$ cat config.mk
export PLATFORM = sky130hd
export DESIGN_NAME = tdc_spi_arbiter_flat
export DESIGN_NICKNAME = d
export VERILOG_FILES = /design/src/rtl/tdc_spi_arbiter_if.sv /design/src/rtl/tdc_spi_arbiter.sv /design/src/flat_wrapper.sv
export SDC_FILE = /design/constraint.sdc
export NUM_CORES = 1
export LEC_CHECK = 0
export BUFFER_PORTS_ARGS = -buffer_cell sky130_fd_sc_hd__buf_2
export CORE_ASPECT_RATIO = 1.5
export CORE_MARGIN = 4
export CORE_UTILIZATION = 52
export CTS_CLUSTER_DIAMETER = 150
export CTS_CLUSTER_SIZE = 12
export DETAILED_ROUTE_END_ITERATION = 8
export PLACE_DENSITY = 0.8
export RECOVER_POWER = 50
export SLEW_MARGIN = 20
export SYNTH_ARGS = -nofsm -noshare
export SYNTH_HDL_FRONTEND = slang
export SYNTH_SLANG_ARGS = --single-unit
$ cat constraint.sdc
create_clock -name clk -period 4.5 [get_ports clk]
set_input_delay 0.675 -clock clk [delete_from_list [all_inputs] [get_ports clk]]
set_output_delay 0.675 -clock clk [all_outputs]
set_load 0.01 [all_outputs]
$ cat src/rtl/tdc_spi_arbiter_if.sv
// Bundle between the two requesters, the arbiter and the byte interface of the TDC SPI master.
// Handshake: reqN is a level held until doneN; tx_ackN, rx_validN, doneN, errN and m_start are one-cycle pulses, with no back-pressure.
interface tdc_spi_arbiter_if;
   logic       req0;
   logic       req1;
   logic [3:0] len0;
   logic [3:0] len1;
   logic [7:0] tx0;
   logic [7:0] tx1;
   logic       grant0;
   logic       grant1;
   logic       tx_ack0;
   logic       tx_ack1;
   logic       rx_valid0;
   logic       rx_valid1;
   logic [7:0] rx_data;
   logic       done0;
   logic       done1;
   logic       err0;
   logic       err1;
   logic       m_start;
   logic [7:0] m_data_in;
   logic [7:0] m_data_out;
   logic       m_busy;
   logic       m_new_data;
   logic       m_cs_end;

   modport slave (
      input  req0, req1, len0, len1, tx0, tx1,
      output grant0, grant1, tx_ack0, tx_ack1, rx_valid0, rx_valid1, rx_data,
      output done0, done1, err0, err1, m_start, m_data_in,
      input  m_data_out, m_busy, m_new_data, m_cs_end
   );

   modport master (
      output req0, req1, len0, len1, tx0, tx1,
      input  grant0, grant1, tx_ack0, tx_ack1, rx_valid0, rx_valid1, rx_data,
      input  done0, done1, err0, err1, m_start, m_data_in,
      output m_data_out, m_busy, m_new_data, m_cs_end
   );
endinterface

$ cat src/rtl/tdc_spi_arbiter.sv
// Shares one TDC SPI master between the measurement controller (port 0) and the host path (port 1),
// running one fixed-length multi-byte transaction per grant and releasing only after chip-select ends.
module tdc_spi_arbiter #(
   parameter int MAX_CONSEC = 4,
   parameter int TIMEOUT    = 1000
) (
   input  logic                    clk,
   input  logic                    rst,
   tdc_spi_arbiter_if.slave        bus,
   output logic [2:0]              state_o
);
   typedef enum logic [2:0] {
      S_IDLE      = 3'd0,
      S_START     = 3'd1,
      S_WAIT_BYTE = 3'd2,
      S_WAIT_CS   = 3'd3,
      S_DONE      = 3'd4
   } state_t;

   localparam logic [2:0]  STREAK_CAP = 3'(MAX_CONSEC);
   localparam logic [15:0] TMO_LAST   = 16'(TIMEOUT - 1);

   state_t      state_q;
   logic        owner_q;
   logic [3:0]  remaining_q;
   logic [2:0]  streak_q;
   logic [15:0] tmo_q;
   logic [1:0]  grant_q;
   logic [1:0]  tx_ack_q;
   logic [1:0]  rx_valid_q;
   logic [1:0]  done_q;
   logic [1:0]  err_q;
   logic [7:0]  rx_data_q;
   logic        m_start_q;
   logic [7:0]  m_data_in_q;

   logic        pick1;
   logic [3:0]  len_pick;
   logic [7:0]  tx_owner;
   logic [1:0]  owner_mask;

   // Port 1 wins a tie only once port 0 has used up its streak of back-to-back grants.
   assign pick1      = bus.req1 & (~bus.req0 | (streak_q >= STREAK_CAP));
   assign len_pick   = pick1 ? bus.len1 : bus.len0;
   assign tx_owner   = owner_q ? bus.tx1 : bus.tx0;
   assign owner_mask = owner_q ? 2'b10 : 2'b01;

   always_ff @(posedge clk) begin
      if (rst) begin
         state_q     <= S_IDLE;
         owner_q     <= 1'b0;
         remaining_q <= '0;
         streak_q    <= '0;
         tmo_q       <= '0;
         grant_q     <= '0;
         tx_ack_q    <= '0;
         rx_valid_q  <= '0;
         done_q      <= '0;
         err_q       <= '0;
         rx_data_q   <= '0;
         m_start_q   <= 1'b0;
         m_data_in_q <= '0;
      end else begin
         tx_ack_q   <= '0;
         rx_valid_q <= '0;
         done_q     <= '0;
         err_q      <= '0;
         m_start_q  <= 1'b0;
         unique case (state_q)
            S_IDLE: begin
               if (bus.req0 | bus.req1) begin
                  owner_q     <= pick1;
                  grant_q     <= pick1 ? 2'b10 : 2'b01;
                  remaining_q <= len_pick;
                  m_data_in_q <= pick1 ? bus.tx1 : bus.tx0;
                  tmo_q       <= '0;
                  if (pick1) begin
                     streak_q <= '0;
                  end else if (bus.req1 && streak_q != 3'd7) begin
                     streak_q <= streak_q + 3'd1;
                  end
                  if (len_pick == 4'd0) begin
                     done_q  <= pick1 ? 2'b10 : 2'b01;
                     state_q <= S_DONE;
                  end else begin
                     state_q <= S_START;
                  end
               end
            end
            S_START: begin
               if (!bus.m_busy) begin
                  m_start_q   <= 1'b1;
                  m_data_in_q <= tx_owner;
                  tmo_q       <= '0;
                  state_q     <= S_WAIT_BYTE;
               end
            end
            S_WAIT_BYTE: begin
               if (bus.m_new_data) begin
                  rx_data_q   <= bus.m_data_out;
                  rx_valid_q  <= owner_mask;
                  tx_ack_q    <= owner_mask;
                  remaining_q <= remaining_q - 4'd1;
                  tmo_q       <= '0;
                  state_q     <= (remaining_q == 4'd1) ? S_WAIT_CS : S_START;
               end else if (tmo_q == TMO_LAST) begin
                  done_q  <= owner_mask;
                  err_q   <= owner_mask;
                  state_q <= S_DONE;
               end else begin
                  tmo_q <= tmo_q + 16'd1;
               end
            end
            S_WAIT_CS: begin
               if (bus.m_cs_end) begin
                  done_q  <= owner_mask;
                  state_q <= S_DONE;
               end else if (tmo_q == TMO_LAST) begin
                  done_q  <= owner_mask;
                  err_q   <= owner_mask;
                  state_q <= S_DONE;
               end else begin
                  tmo_q <= tmo_q + 16'd1;
               end
            end
            S_DONE: begin
               grant_q <= '0;
               tmo_q   <= '0;
               state_q <= S_IDLE;
            end
            default: state_q <= S_IDLE;
         endcase
      end
   end

   assign state_o       = state_q;
   assign bus.grant0    = grant_q[0];
   assign bus.grant1    = grant_q[1];
   assign bus.tx_ack0   = tx_ack_q[0];
   assign bus.tx_ack1   = tx_ack_q[1];
   assign bus.rx_valid0 = rx_valid_q[0];
   assign bus.rx_valid1 = rx_valid_q[1];
   assign bus.rx_data   = rx_data_q;
   assign bus.done0     = done_q[0];
   assign bus.done1     = done_q[1];
   assign bus.err0      = err_q[0];
   assign bus.err1      = err_q[1];
   assign bus.m_start   = m_start_q;
   assign bus.m_data_in = m_data_in_q;
endmodule

$ cat src/flat_wrapper.sv
// flat-port wrapper written by rule: the top's interface ports become plain ports
module tdc_spi_arbiter_flat 
#(
   parameter int MAX_CONSEC = 4,
   parameter int TIMEOUT    = 1000
)
  (clk, rst, state_o, bus_req0, bus_req1, bus_len0, bus_len1, bus_tx0, bus_tx1, bus_grant0, bus_grant1, bus_tx_ack0, bus_tx_ack1, bus_rx_valid0, bus_rx_valid1, bus_rx_data, bus_done0, bus_done1, bus_err0, bus_err1, bus_m_start, bus_m_data_in, bus_m_data_out, bus_m_busy, bus_m_new_data, bus_m_cs_end);
  tdc_spi_arbiter_if bus_i ();
  input  logic clk;
  input  logic rst;
  output logic [2:0] state_o;
  input wire logic [$bits(bus_i.req0)-1:0] bus_req0;
  input wire logic [$bits(bus_i.req1)-1:0] bus_req1;
  input wire logic [$bits(bus_i.len0)-1:0] bus_len0;
  input wire logic [$bits(bus_i.len1)-1:0] bus_len1;
  input wire logic [$bits(bus_i.tx0)-1:0] bus_tx0;
  input wire logic [$bits(bus_i.tx1)-1:0] bus_tx1;
  output wire logic [$bits(bus_i.grant0)-1:0] bus_grant0;
  output wire logic [$bits(bus_i.grant1)-1:0] bus_grant1;
  output wire logic [$bits(bus_i.tx_ack0)-1:0] bus_tx_ack0;
  output wire logic [$bits(bus_i.tx_ack1)-1:0] bus_tx_ack1;
  output wire logic [$bits(bus_i.rx_valid0)-1:0] bus_rx_valid0;
  output wire logic [$bits(bus_i.rx_valid1)-1:0] bus_rx_valid1;
  output wire logic [$bits(bus_i.rx_data)-1:0] bus_rx_data;
  output wire logic [$bits(bus_i.done0)-1:0] bus_done0;
  output wire logic [$bits(bus_i.done1)-1:0] bus_done1;
  output wire logic [$bits(bus_i.err0)-1:0] bus_err0;
  output wire logic [$bits(bus_i.err1)-1:0] bus_err1;
  output wire logic [$bits(bus_i.m_start)-1:0] bus_m_start;
  output wire logic [$bits(bus_i.m_data_in)-1:0] bus_m_data_in;
  input wire logic [$bits(bus_i.m_data_out)-1:0] bus_m_data_out;
  input wire logic [$bits(bus_i.m_busy)-1:0] bus_m_busy;
  input wire logic [$bits(bus_i.m_new_data)-1:0] bus_m_new_data;
  input wire logic [$bits(bus_i.m_cs_end)-1:0] bus_m_cs_end;
  assign bus_i.req0 = bus_req0;
  assign bus_i.req1 = bus_req1;
  assign bus_i.len0 = bus_len0;
  assign bus_i.len1 = bus_len1;
  assign bus_i.tx0 = bus_tx0;
  assign bus_i.tx1 = bus_tx1;
  assign bus_grant0 = bus_i.grant0;
  assign bus_grant1 = bus_i.grant1;
  assign bus_tx_ack0 = bus_i.tx_ack0;
  assign bus_tx_ack1 = bus_i.tx_ack1;
  assign bus_rx_valid0 = bus_i.rx_valid0;
  assign bus_rx_valid1 = bus_i.rx_valid1;
  assign bus_rx_data = bus_i.rx_data;
  assign bus_done0 = bus_i.done0;
  assign bus_done1 = bus_i.done1;
  assign bus_err0 = bus_i.err0;
  assign bus_err1 = bus_i.err1;
  assign bus_m_start = bus_i.m_start;
  assign bus_m_data_in = bus_i.m_data_in;
  assign bus_i.m_data_out = bus_m_data_out;
  assign bus_i.m_busy = bus_m_busy;
  assign bus_i.m_new_data = bus_m_new_data;
  assign bus_i.m_cs_end = bus_m_cs_end;
  tdc_spi_arbiter #(.MAX_CONSEC(MAX_CONSEC), .TIMEOUT(TIMEOUT)) u_core (.clk(clk), .rst(rst), .bus(bus_i), .state_o(state_o));
endmodule
==> PnR_summary.wiki, run 1 <==
{| class="wikitable"
! Metric !! Value
|-
| Transition time at the pin with the least slew margin || 1.45 ns
|-
| Synth Area per Inst || 8.48 um^2
|-
| Routed vias/inst || roughly 5.8
|-
| Final WL || around 6000 um
|-
| Setup repair after global routing missed its margin || false
|-
| Placed wire-length estimate after detailed placement || 4410 um
|-
| Slowest stage cell on the critical path || dfxtp_1
|-
| Final ANT Viol Nets || 0
|-
| Startpoint of the tightest hold check path || u_core.bus.rx_data[3]
|-
| H-tree levels || 2
|-
| R2R Path End || u_core.tmo_q[15]
|-
| Period utilisation layout || 0.571
|-
| CTS Buffer Depth || 2
|-
| Most used cells in the layout excluding fill and tap cells || dfxtp_1 (52), buf_2 (40), a21oi_1 (32)
|-
| Number of antenna diodes || 0
|-
| Kind of launch point of the worst setup path || flip-flop
|-
| Max Freq || slightly below 400 MHz
|-
| Buffer type at the clock tree root || clkbuf_8
|-
| Reported leakage power || approximately 1.1 nW
|-
| Via count of the first global-routing pass || between 2,000 and 2,500
|-
| GRT Total Usage || 0.209
|-
| Vias || between 2,000 and 2,500
|-
| Total chip power || ~1.3 mW
|-
| End of the worst hold path || u_core.bus.rx_data[3]
|-
| Max-Slew Margin vs Limit || 0.0364
|-
| Switching power total || around 0.52 mW
|-
| Worst Path Class, Setup || flip-flop to flip-flop
|-
| Average wire length per cell after detail routing || approximately 14 um
|-
| Site Rows || 30
|-
| Flop and latch count out of synthesis || between 50 and 60
|-
| Layout net count || about 400
|-
| Number of primary I/O pins || 69
|-
| Initial DRT Pass Iterations || 4
|-
| Required time of the critical path || between 4 and 5 ns
|-
| Distinct cells, synth || 46
|-
| Critical path capture point type || flip-flop
|-
| Clock transition at the registers of the reported paths || about 0.10 ns
|-
| Clock tree from TritonCTS || done
|-
| Fraction of power spent switching nets || 0.390
|-
| CP peak stage delay || around 0.64 ns
|-
| Net count after synthesis || about 340
|-
| Quantity of I/O buffers inserted on ports || 68
|-
| Clock network latency to the later pin of the worst-skew pair || approximately 0.31 ns
|-
| Post-Layout Cell Count || around 420
|-
| Number of instances in the synthesized netlist || 293
|-
| R2R Path Start || u_core.state_o[0]
|-
| Worst setup slack for register-to-register paths || around 1.9 ns
|-
| X dimension of the die || 64.4 um
|-
| Sum of negative setup slack || 0 ns
|-
| Path category of the worst min-delay check || flip-flop to flip-flop
|-
| Clock power share || 0.208
|-
| Placed Cells incl. Taps || between 400 and 500
|-
| Clock buffers created by TritonCTS || 5
|-
| Total power per unit cell area || roughly 460 nW/um^2
|-
| Commonest non-fill, non-tap cell in the layout || dfxtp_1
|-
| Initial drt markers || ~150
|-
| Core area || between 4000 and 5000 um^2
|-
| Number of DRC violations after detailed routing || 0
|-
| Count of final hold-check violations || 0
|-
| Sink count of the clock tree || between 50 and 60
|-
| Signal arrival time at the worst endpoint || ~2.8 ns
|-
| RePlAce Congestion || approximately 0.83
|-
| Cell-internal power || roughly 0.8 mW
|-
| Hold path depth || 2
|-
| Critical path peak fanout || 27
|-
| Clock skew after layout || between 0.008 and 0.009 ns
|-
| Path depth of the worst reg2reg path || 6
|-
| Number of buffers inserted for hold repair after clock tree synthesis || 0
|-
| Peak supply drop || about 0.26 mV
|-
| Quantity of gates resized following cts || 0
|-
| Yosys Warn Count || 0
|-
| Slew Limit Fails || 0
|-
| Sequential cell area fraction in the yosys report || 0.419
|-
| First-pass GRT wire length || 10,100 um
|-
| Final setup vio count || 0
|-
| Seq pwr share || 0.447
|-
| Die H || 92.7 um
|-
| Area growth, synth to finish || 16.4%
|-
| Initial antenna violation count || 0
|-
| Post-CTS Repair Setup Buffers || 0
|-
| Number of maximum-capacitance violations || 0
|-
| Die ar. || 5970 um^2
|-
| Final critical-path required period || 2.57 ns
|-
| Sequence of cells on the critical path || nor3_1, a2111oi_4, buf_4, o21ai_2, or4_1, a21oi_1
|-
| Initial core utilization || 0.543
|-
| Post-synthesis instance area || roughly 2500 um^2
|-
| Gr ovfl total || 0
|-
| Status || completed
|-
| Share of final-layout standard cells stronger than drive strength 1 || 0.153
|-
| Logic pwr share || 0.345
|-
| Maximum number of pins on one net before global-route repair || 35
|}
[power groups by stage]
stage          sequential, mW  clock [mW]  combinational, mW
2_1_floorplan           0.600           0              0.344
3_3_place_gp            0.602           0              0.458
3_5_place_dp            0.603           0              0.467
4_1_cts                 0.593       0.285              0.470
5_1_grt                 0.603       0.300              0.513
6_report                0.595       0.277              0.460
[stage by stage]
step	util	hold WS, ns	instance area (um^2)	worst slack [ns]
after floorplan	-	0.452	2480	2.46
after global placement	0.619	0.441	2840	1.87
after detailed placement	0.619	0.446	2840	1.80
after CTS	0.639	0.462	2930	1.93
after global routing	0.632	0.482	2890	1.75
final	0.632	0.463	2890	1.93
[synthesized netlist by cell type (all sizes together)]
library cell   n  area share
a2111o         1      0.0045
a2111oi        1       0.011
a211oi         8       0.024
a21oi         32       0.064
a221o          1      0.0040
a22o           1      0.0035
a22oi          3      0.0091
a311o          1      0.0040
a31oi          2      0.0050
a32oi          2      0.0071
and3           5       0.013
and4           2      0.0071
buf            9       0.020
clkbuf         7       0.011
dfxtp         52        0.42
ha             5       0.025
inv            7       0.011
mux2           1      0.0045
mux2i         13       0.054
nand2         30       0.045
nand2b         4       0.010
nand3          7       0.014
nand3b         1      0.0030
nand4          7       0.018
nor2          30       0.045
nor2b          4       0.010
nor3           6       0.012
nor3b          1      0.0030
nor4           4       0.010
nor4b          1      0.0035
o211ai         1      0.0030
o21a           2      0.0060
o21ai         12       0.026
o21ba          1      0.0040
o22ai          3      0.0076
o31ai         10       0.030
o41ai          1      0.0035
or3            4       0.010
or4            8       0.024
or4b           1      0.0040
xor2           2      0.0071
[flip-flops by register name (all words and copies together) (netlist names), 3 cells and up]
name,cells
u_core.state_o,3
u_core.bus.m_data_in,8
u_core.bus.rx_data,8
u_core.remaining_q,4
u_core.streak_q,3
u_core.tmo_q,16
[final cells by class]
type	count	area, um^2
Fill cell	446	1690
Multi-Input combinational cell	218	1340
Sequential cell	52	1040
Timing Repair Buffer	69	313
Tap cell	64	80.1
Clock buffer	5	68.8
Inverter	7	26.3
Clock inverter	3	22.5
[cells by family (layout without fill, tap and decap cells)]
logic type / Yosys count / after routing / synth area share
simple gates: 115 / 115 / 0.232
compound gates: 82 / 82 / 0.217
flops: 52 / 52 / 0.419
buf+inv: 23 / 84 / 0.0413
mux: 14 / 14 / 0.0584
fa+ha+maj: 5 / 5 / 0.0252
xor+xnor: 2 / 2 / 0.00705
[how the worst max path moves through the flow]
stage                      start  slack, ns  cells after the start          endpoint
3_5_place_dp            bus_req0       1.80                      7  u_core.tmo_q[13]
5_1_grt        u_core.state_o[0]       1.75                      6  u_core.tmo_q[13]
3_3_place_gp            bus_req0       1.87                      7   u_core.tmo_q[1]
2_1_floorplan           bus_req0       2.46                      7   u_core.tmo_q[1]
6_report       u_core.state_o[0]       1.93                      6  u_core.tmo_q[15]
4_1_cts        u_core.state_o[0]       1.93                      6  u_core.tmo_q[15]
[worst max-delay path: cells and delay by family (launching register included)]
family	cells	cell delay, ns
compound gates	3	0.80
simple gates	2	0.77
flops	1	0.64
buf+inv	1	0.29
[routing by layer]
layer  vias to the layer above  part of all wire  GRT usage
li1                       1205                 -          -
met5                         -                 0          0
met1                      1130              0.39      0.231
met2                        66              0.55      0.393
met4                         0             0.018     0.0811
met3                        10             0.043     0.0303
Note: power is estimated with default switching activity, not from simulation.
==> run 2, diff against run 1 <==
--- a/config.mk
+++ b/config.mk
@@ -5,6 +5,7 @@
 export SDC_FILE = /design/constraint.sdc
 export NUM_CORES = 1
 export LEC_CHECK = 0
+export ABC_AREA = 1
 export BUFFER_PORTS_ARGS = -buffer_cell sky130_fd_sc_hd__buf_2
 export CORE_ASPECT_RATIO = 1.5
 export CORE_MARGIN = 4
@@ -12,7 +13,7 @@
 export CTS_CLUSTER_DIAMETER = 150
 export CTS_CLUSTER_SIZE = 12
 export DETAILED_ROUTE_END_ITERATION = 8
-export PLACE_DENSITY = 0.8
+export PLACE_DENSITY = 0.78
 export RECOVER_POWER = 50
 export SLEW_MARGIN = 20
 export SYNTH_ARGS = -nofsm -noshare
==> constraint.sdc (replaced) <==
create_clock -name clk -period 2.47 [get_ports clk]
set_input_delay 0.3705 -clock clk [delete_from_list [all_inputs] [get_ports clk]]
set_output_delay 0.3705 -clock clk [all_outputs]
set_load 0.01 [all_outputs]
==> PnR_summary.wiki, run 2 <==
{| class="wikitable"
! Metric !! Value
|-
| Layout net count || 517 (was 397)
|-
| Total power per unit cell area || 859 nW/um^2 (was 460 nW/um^2)
|-
| Via count of the first global-routing pass || 2,791 (was 2,249)
|-
| Placed wire-length estimate after detailed placement || 5310 um (was 4410 um)
|-
| Initial drt markers || 142 (was 154)
|-
| Clock buffers created by TritonCTS || 5 (unchanged)
|-
| GRT Total Usage || 0.220 (was 0.209)
|-
| Initial antenna violation count || 0 (unchanged)
|-
| Quantity of gates resized following cts || 0 (unchanged)
|-
| Final critical-path required period || 2.14 ns (was 2.57 ns)
|-
| Storage element area || 1040 um^2 (unchanged)
|-
| Vias || 2,833 (was 2,411)
|-
| Path category of the worst min-delay check || input port to flip-flop (was flip-flop to flip-flop)
|-
| Transition time at the pin with the least slew margin || 0.722 ns (was 1.45 ns)
|-
| Gr ovfl total || 0 (unchanged)
|-
| R2R Path Start || u_core.state_o[0] (unchanged)
|-
| Flip-flop count of the largest register after layout || 16 (unchanged)
|-
| RePlAce Congestion || 0.919 (was 0.826)
|-
| Status || completed (unchanged)
|-
| Sum of negative setup slack || 0 ns (unchanged)
|-
| H-tree levels || 2 (unchanged)
|-
| Period utilisation layout || 0.865 (was 0.571)
|-
| Setup repair after global routing missed its margin || false (unchanged)
|-
| Top cells by area in the synthesized netlist || dfxtp_1 (37%), nand2_1 (11%), nor2_1 (8.5%) (was dfxtp_1 (42%), a21oi_1 (6.4%), mux2i_1 (4.8%))
|-
| Commonest cells in the netlist || nand2_1 (79), nor2_1 (63), inv_1 (58) (was dfxtp_1 (52), a21oi_1 (32), nand2_1 (30), nor2_1 (30), mux2i_1 (12))
|-
| Net count after synthesis || 453 (was 337)
|-
| Critical path peak fanout || 16 (was 27)
|-
| Post-CTS Repair Setup Buffers || 0 (unchanged)
|-
| X dimension of the die || 67.9 um (was 64.4 um)
|-
| Number of antenna diodes || 0 (unchanged)
|-
| Core area || 5160 um^2 (was 4580 um^2)
|-
| Sequential cell area fraction in the yosys report || 0.372 (was 0.419)
|-
| Area fraction of the dominant cell type after synthesis || 0.372 (was 0.419)
|-
| Post-synthesis instance area || 2800 um^2 (was 2480 um^2)
|-
| Most used cells in the layout excluding fill and tap cells || nand2_1 (79), nor2_1 (63), inv_1 (58) (was dfxtp_1 (52), buf_2 (40), a21oi_1 (32))
|-
| Worst setup slack for register-to-register paths || 0.33 ns (was 1.93 ns)
|-
| Flop and latch count out of synthesis || 52 (unchanged)
|-
| Peak supply drop || 0.636 mV (was 0.257 mV)
|-
| Final ANT Viol Nets || 0 (unchanged)
|-
| Number of maximum-capacitance violations || 0 (unchanged)
|-
| Register bank with the most flops || u_core.tmo_q (unchanged)
|-
| Reported leakage power || 1.44 nW (was 1.10 nW)
|-
| Startpoint of the tightest hold check path || bus_m_data_out[5] (was u_core.bus.rx_data[3])
|-
| Combined area of the multi-input logic cells || 1440 um^2 (was 1340 um^2)
|-
| Distinct cells, synth || 37 (was 46)
|-
| Number of fill cells || 516 (was 446)
|-
| Average wire length per cell after detail routing || 12.6 um (was 14.3 um)
|-
| Share of final-layout standard cells stronger than drive strength 1 || 0.124 (was 0.153)
|-
| Die ar. || 6640 um^2 (was 5970 um^2)
|-
| CTS Buffer Depth || 2 (unchanged)
|-
| Placed Cells incl. Taps || 534 (was 410)
|-
| Routed vias/inst || 5.23 (was 5.77)
|-
| Yosys Warn Count || 0 (unchanged)
|-
| Total chip power || 2.77 mW (was 1.33 mW)
|-
| Number of DRC violations after detailed routing || 0 (unchanged)
|-
| Number of instances in the synthesized netlist || 409 (was 293)
|-
| Kind of launch point of the worst setup path || flip-flop (unchanged)
|-
| Top FF cell, synth || dfxtp_1 (unchanged)
|-
| Critical path capture point type || flip-flop (unchanged)
|-
| Most area-hungry cell type in the Yosys netlist || dfxtp_1 (unchanged)
|-
| Synth Area per Inst || 6.83 um^2 (was 8.48 um^2)
|-
| Clock transition at the registers of the reported paths || 0.10 ns (about the same)
|-
| Max Freq || 468 MHz (was 389 MHz)
|-
| Sink count of the clock tree || 52 (unchanged)
|-
| Die H || 97.8 um (was 92.7 um)
|-
| Clock tree from TritonCTS || done (unchanged)
|-
| Worst Path Class, Setup || flip-flop to flip-flop (unchanged)
|-
| Path depth of the worst reg2reg path || 8 (was 6)
|-
| Site Rows || 32 (was 30)
|-
| Final WL || 6840 um (was 5970 um)
|-
| Initial core utilization || 0.541 (was 0.543)
|-
| Area growth, synth to finish || 15.4% (was 16.4%)
|-
| Number of buffers inserted for hold repair after clock tree synthesis || 0 (unchanged)
|-
| First-pass GRT wire length || 11,600 um (was 10,100 um)
|-
| End of the worst hold path || u_core.bus.rx_data[5] (was u_core.bus.rx_data[3])
|-
| Quantity of I/O buffers inserted on ports || 68 (unchanged)
|-
| Slew Limit Fails || 0 (unchanged)
|-
| Maximum number of pins on one net before global-route repair || 24 (was 35)
|-
| Share of flip-flops with an asynchronous set or reset || 0 (unchanged)
|-
| Clock network latency to the later pin of the worst-skew pair || 0.31 ns (about the same)
|-
| Signal arrival time at the worst endpoint || 2.37 ns (was 2.81 ns)
|-
| Clock skew after layout || 0.0103 ns (was 0.00869 ns)
|-
| Final setup vio count || 0 (unchanged)
|-
| Max-Slew Margin vs Limit || 0.518 (was 0.0364)
|-
| Count of final hold-check violations || 0 (unchanged)
|-
| Commonest non-fill, non-tap cell in the layout || nand2_1 (was dfxtp_1)
|-
| Smallest hold slack || 0.301 ns (was 0.463 ns)
|-
| Buffer type at the clock tree root || clkbuf_8 (unchanged)
|-
| Most common cell in the synthesized netlist || nand2_1 (was dfxtp_1)
|-
| Number of primary I/O pins || 69 (unchanged)
|-
| Hold path depth || 3 (was 2)
|-
| Initial DRT Pass Iterations || 4 (unchanged)
|-
| Number of flops mapped to enable cells by yosys || 0 (unchanged)
|-
| R2R Path End || u_core.bus.m_data_in[2] (was u_core.tmo_q[15])
|-
| Post-Layout Cell Count || 542 (was 418)
|-
| Required time of the critical path || 2.71 ns (was 4.74 ns)
|}
==> run 2: cell count changes after synthesis, sizes merged, moves of 5 or more <==
cell / change
a211oi: -7
a21oi: -16
a31oi: +6
and3: -5
inv: +53
mux2i: -12
nand2: +50
nand3: +14
nor2: +34
o211ai: +20
o21ai: +20
o31ai: -10
or4: -8
==> run 2: worst max path at each step <==
stage               depth (start not counted)              start                 endpoint  slack, ns
floorplan                                   8  u_core.state_o[0]  u_core.bus.m_data_in[5]       0.85
global placement                           11  u_core.state_o[0]         u_core.tmo_q[13]       0.63
detailed placement                          8  u_core.state_o[0]          u_core.tmo_q[2]       0.53
CTS                                         7  u_core.state_o[2]          u_core.tmo_q[2]       0.48
global route                                8  u_core.state_o[0]  u_core.bus.m_data_in[3]       0.12
finish                                      8  u_core.state_o[0]  u_core.bus.m_data_in[2]       0.33
==> run 2: logic make-up (layout without fill, tap and decap cells) <==
| kind of cell | count (synthesis) | in the layout | synth area share |
|---|---|---|---|
| xor+xnor | 5 | 5 | 0.0157 |
| flops | 52 | 52 | 0.372 |
| mux | 1 | 1 | 0.00358 |
| buf+inv | 75 | 140 | 0.111 |
| compound gates | 81 | 81 | 0.182 |
| simple gates | 190 | 190 | 0.292 |
| fa+ha+maj | 5 | 5 | 0.0224 |
==> run 2: cell type report <==
class	instances	share of cell area
inverters	61	0.0718
well taps	68	0.0264
multi-input cells	282	0.446
flip-flops and latches	52	0.323
repair buffers	71	0.0986
clock inverters	3	0.0132
clock buffers	5	0.0213
==> run 2: where the power goes <==
part	switching, mW	internal [mW]
Combinational	0.710	0.364
Sequential	0.116	0.996
Clock	0.283	0.300
Total	1.11	1.66
==> run 2: worst max-delay path: stages (launching register included) <==
cell      delay (ns)
dfxtp_1         0.48
inv_2           0.07
nor3_4          0.10
clkbuf_1        0.46
inv_4           0.14
or2_4           0.27
nand2_2         0.25
o21ai_0         0.12
a31oi_1         0.17
==> run 2: per-stage QoR <==
step | setup WS, ns | instance area (um^2) | utilization
after detailed placement | 0.526 | 3160 | 0.612
after global placement | 0.629 | 3160 | 0.612
after global routing | 0.118 | 3220 | 0.624
after floorplan | 0.845 | 2800 | -
final | 0.334 | 3220 | 0.624
after CTS | 0.476 | 3270 | 0.634
==> run 2: routing by layer <==
metal,global-route usage,vias up,share of wire
met5,0,-,0
met4,0.107,0,0.041
met3,0.0495,27,0.051
met2,0.411,79,0.54
met1,0.216,1267,0.36
li1,-,1460,-
==> run 3, diff against run 2 <==
--- a/config.mk
+++ b/config.mk
@@ -13,7 +13,8 @@
 export CTS_CLUSTER_DIAMETER = 150
 export CTS_CLUSTER_SIZE = 12
 export DETAILED_ROUTE_END_ITERATION = 8
-export PLACE_DENSITY = 0.78
+export GPL_TIMING_DRIVEN = 0
+export PLACE_DENSITY = 0.79
 export RECOVER_POWER = 50
 export SLEW_MARGIN = 20
 export SYNTH_ARGS = -nofsm -noshare
==> PnR_summary.wiki, run 3 (synthesis results as in run 2) <==
{| class="wikitable"
! Metric !! Value
|-
| Area growth, synth to finish || 16.9% (was 15.4%)
|-
| Combined area of the multi-input logic cells || 1430 um^2 (was 1440 um^2)
|-
| Final ANT Viol Nets || 0 (unchanged)
|-
| Flip-flop count of the largest register after layout || 16 (unchanged)
|-
| Worst setup slack for register-to-register paths || 0.35 ns (was 0.33 ns)
|-
| Storage element area || 1040 um^2 (unchanged)
|-
| Quantity of gates resized following cts || 0 (unchanged)
|-
| Path depth of the worst reg2reg path || 8 (unchanged)
|-
| First-pass GRT wire length || 11,800 um (was 11,600 um)
|-
| Slew Limit Fails || 0 (unchanged)
|-
| Sum of negative setup slack || 0 ns (unchanged)
|-
| Path category of the worst min-delay check || input port to flip-flop (unchanged)
|-
| Sink count of the clock tree || 52 (unchanged)
|-
| Final setup vio count || 0 (unchanged)
|-
| Core area || 5160 um^2 (unchanged)
|-
| Final critical-path required period || 2.12 ns (was 2.14 ns)
|-
| Via count of the first global-routing pass || 2,747 (was 2,791)
|-
| Clock skew after layout || 0.0126 ns (was 0.0103 ns)
|-
| Share of final-layout standard cells stronger than drive strength 1 || 0.126 (was 0.124)
|-
| Vias || 2,873 (was 2,833)
|-
| Transition time at the pin with the least slew margin || 0.795 ns (was 0.722 ns)
|-
| Max-Slew Margin vs Limit || 0.467 (was 0.518)
|-
| Clock buffers created by TritonCTS || 5 (unchanged)
|-
| RePlAce Congestion || 0.854 (was 0.919)
|-
| Routed vias/inst || 5.20 (was 5.23)
|-
| R2R Path Start || u_core.state_o[0] (unchanged)
|-
| Placed wire-length estimate after detailed placement || 5510 um (was 5310 um)
|-
| GRT Total Usage || 0.227 (was 0.220)
|-
| End-of-flow core utilization || 0.633 (was 0.624)
|-
| Number of primary I/O pins || 69 (unchanged)
|-
| Startpoint of the tightest hold check path || rst (was bus_m_data_out[5])
|-
| Number of buffers inserted for hold repair after clock tree synthesis || 0 (unchanged)
|-
| Sequence of cells on the critical path || inv_2, nor3_2, inv_4, or2_4, nand2_4, buf_12, o21ai_2, a31oi_2 (was inv_2, nor3_4, clkbuf_1, inv_4, or2_4, nand2_2, o21ai_0, a31oi_1)
|-
| Kind of launch point of the worst setup path || flip-flop (unchanged)
|-
| Gr ovfl total || 0 (unchanged)
|-
| Number of antenna diodes || 0 (unchanged)
|-
| Quantity of I/O buffers inserted on ports || 68 (unchanged)
|-
| Buffer type at the clock tree root || clkbuf_8 (unchanged)
|-
| CTS Buffer Depth || 2 (unchanged)
|-
| Post-Layout Cell Count || 553 (was 542)
|-
| Signal arrival time at the worst endpoint || 2.36 ns (was 2.37 ns)
|-
| Hold path depth || 2 (was 3)
|-
| Register bank with the most flops || u_core.tmo_q (unchanged)
|-
| Site Rows || 32 (unchanged)
|-
| R2R Path End || u_core.bus.m_data_in[5] (was u_core.bus.m_data_in[2])
|-
| Status || completed (unchanged)
|-
| Number of maximum-capacitance violations || 0 (unchanged)
|-
| Worst Path Class, Setup || flip-flop to flip-flop (unchanged)
|-
| Global routing met3 resource utilization || 0.0437 (was 0.0495)
|-
| Count of final hold-check violations || 0 (unchanged)
|-
| Total power per unit cell area || 849 nW/um^2 (was 859 nW/um^2)
|-
| Met2 layer usage reported by global route || 0.425 (was 0.411)
|-
| Initial core utilization || 0.541 (unchanged)
|-
| Die H || 97.8 um (unchanged)
|-
| Clock transition at the registers of the reported paths || 0.10 ns (about the same)
|-
| Commonest non-fill, non-tap cell in the layout || nand2_1 (unchanged)
|-
| X dimension of the die || 67.9 um (unchanged)
|-
| Required time of the critical path || 2.71 ns (about the same)
|-
| Slowest stage cell on the critical path || nor3_2 (was dfxtp_1)
|-
| Clock network latency to the later pin of the worst-skew pair || 0.31 ns (about the same)
|-
| Setup repair after global routing missed its margin || false (unchanged)
|-
| Most used cells in the layout excluding fill and tap cells || nand2_1 (79), nor2_1 (64), inv_1 (58) (was nand2_1 (79), nor2_1 (63), inv_1 (58))
|-
| Final WL || 6990 um (was 6840 um)
|-
| Met1 track demand over resource || 0.228 (was 0.216)
|-
| Average wire length per cell after detail routing || 12.6 um (about the same)
|-
| Clock tree from TritonCTS || done (unchanged)
|-
| Busiest metal layer after global routing || met2 (unchanged)
|-
| Period utilisation layout || 0.858 (was 0.865)
|-
| Placed Cells incl. Taps || 545 (was 534)
|-
| CP peak stage delay || 0.61 ns (was 0.48 ns)
|-
| Critical path peak fanout || 10 (was 16)
|-
| End of the worst hold path || u_core.owner_q (was u_core.bus.rx_data[5])
|-
| Post-CTS Repair Setup Buffers || 0 (unchanged)
|-
| Peak supply drop || 0.439 mV (was 0.636 mV)
|-
| Critical path capture point type || flip-flop (unchanged)
|-
| Placement Setup Slack || 0.524 ns (was 0.526 ns)
|-
| Layout net count || 528 (was 517)
|-
| Max Freq || 472 MHz (was 468 MHz)
|-
| Maximum number of pins on one net before global-route repair || 16 (was 24)
|-
| Initial antenna violation count || 0 (unchanged)
|-
| Reported leakage power || 1.47 nW (was 1.44 nW)
|-
| Number of fill cells || 525 (was 516)
|-
| H-tree levels || 2 (unchanged)
|-
| Initial DRT Pass Iterations || 4 (unchanged)
|-
| Initial drt markers || 139 (was 142)
|-
| Die ar. || 6640 um^2 (unchanged)
|-
| Final Worst Setup Slack || 0.352 ns (was 0.334 ns)
|-
| Number of DRC violations after detailed routing || 0 (unchanged)
|}
run 3: changes by cell type in the layout (fill, tap and decap cells not counted), sizes merged:
cell    delta
buf        +5
clkbuf     +8
bufinv     -1
clkinv     -1
run 3: power breakdown:
group          internal, mW  leakage, nW  total [mW]  switching [mW]
combinational         0.409        0.997        1.15           0.738
clock                 0.228       0.0445       0.516           0.287
sequential            0.996        0.424        1.11           0.113
run 3: per-stage QoR:
stage	hold WS (ns)	total power [mW]	area [um^2]
final	0.295	2.77	3270
after global routing	0.285	2.97	3270
after CTS	0.284	2.82	3310
after detailed placement	0.454	2.31	3220
after global placement	0.450	2.28	3220
after floorplan	0.448	1.96	2800
run 3: worst max path at each step:
stage                       from  cells after the start  slack [ns]                 endpoint
2_1_floorplan  u_core.state_o[0]                      8        0.85  u_core.bus.m_data_in[5]
3_3_place_gp     u_core.tmo_q[0]                     12        0.58         u_core.tmo_q[13]
3_5_place_dp     u_core.tmo_q[0]                     12        0.52         u_core.tmo_q[13]
4_1_cts          u_core.tmo_q[0]                     12        0.50         u_core.tmo_q[13]
5_1_grt          u_core.tmo_q[1]                     12        0.20         u_core.tmo_q[13]
6_report       u_core.state_o[0]                      8        0.35  u_core.bus.m_data_in[5]
run 3: layout make-up:
class | instances | share of cell area
buffer | 14 | 0.0241
tap | 68 | 0.0260
clock inverter | 1 | 0.00230
clock buffer | 7 | 0.0264
timing repair buffer | 68 | 0.0927
sequential | 52 | 0.319
inverter | 61 | 0.0709
multi-input combinational | 282 | 0.439
run 3: per-layer routing:
layer,vias up,part of all wire
li1,1487,-
met1,1299,0.37
met2,70,0.55
met3,17,0.046
met4,0,0.032
met5,-,0
run 3: critical path: cells and delay by family, from the launching register on:
family | cells | cell delay [ns]
buf+inv | 3 | 0.35
flops | 1 | 0.50
compound gates | 2 | 0.20
simple gates | 3 | 1.00
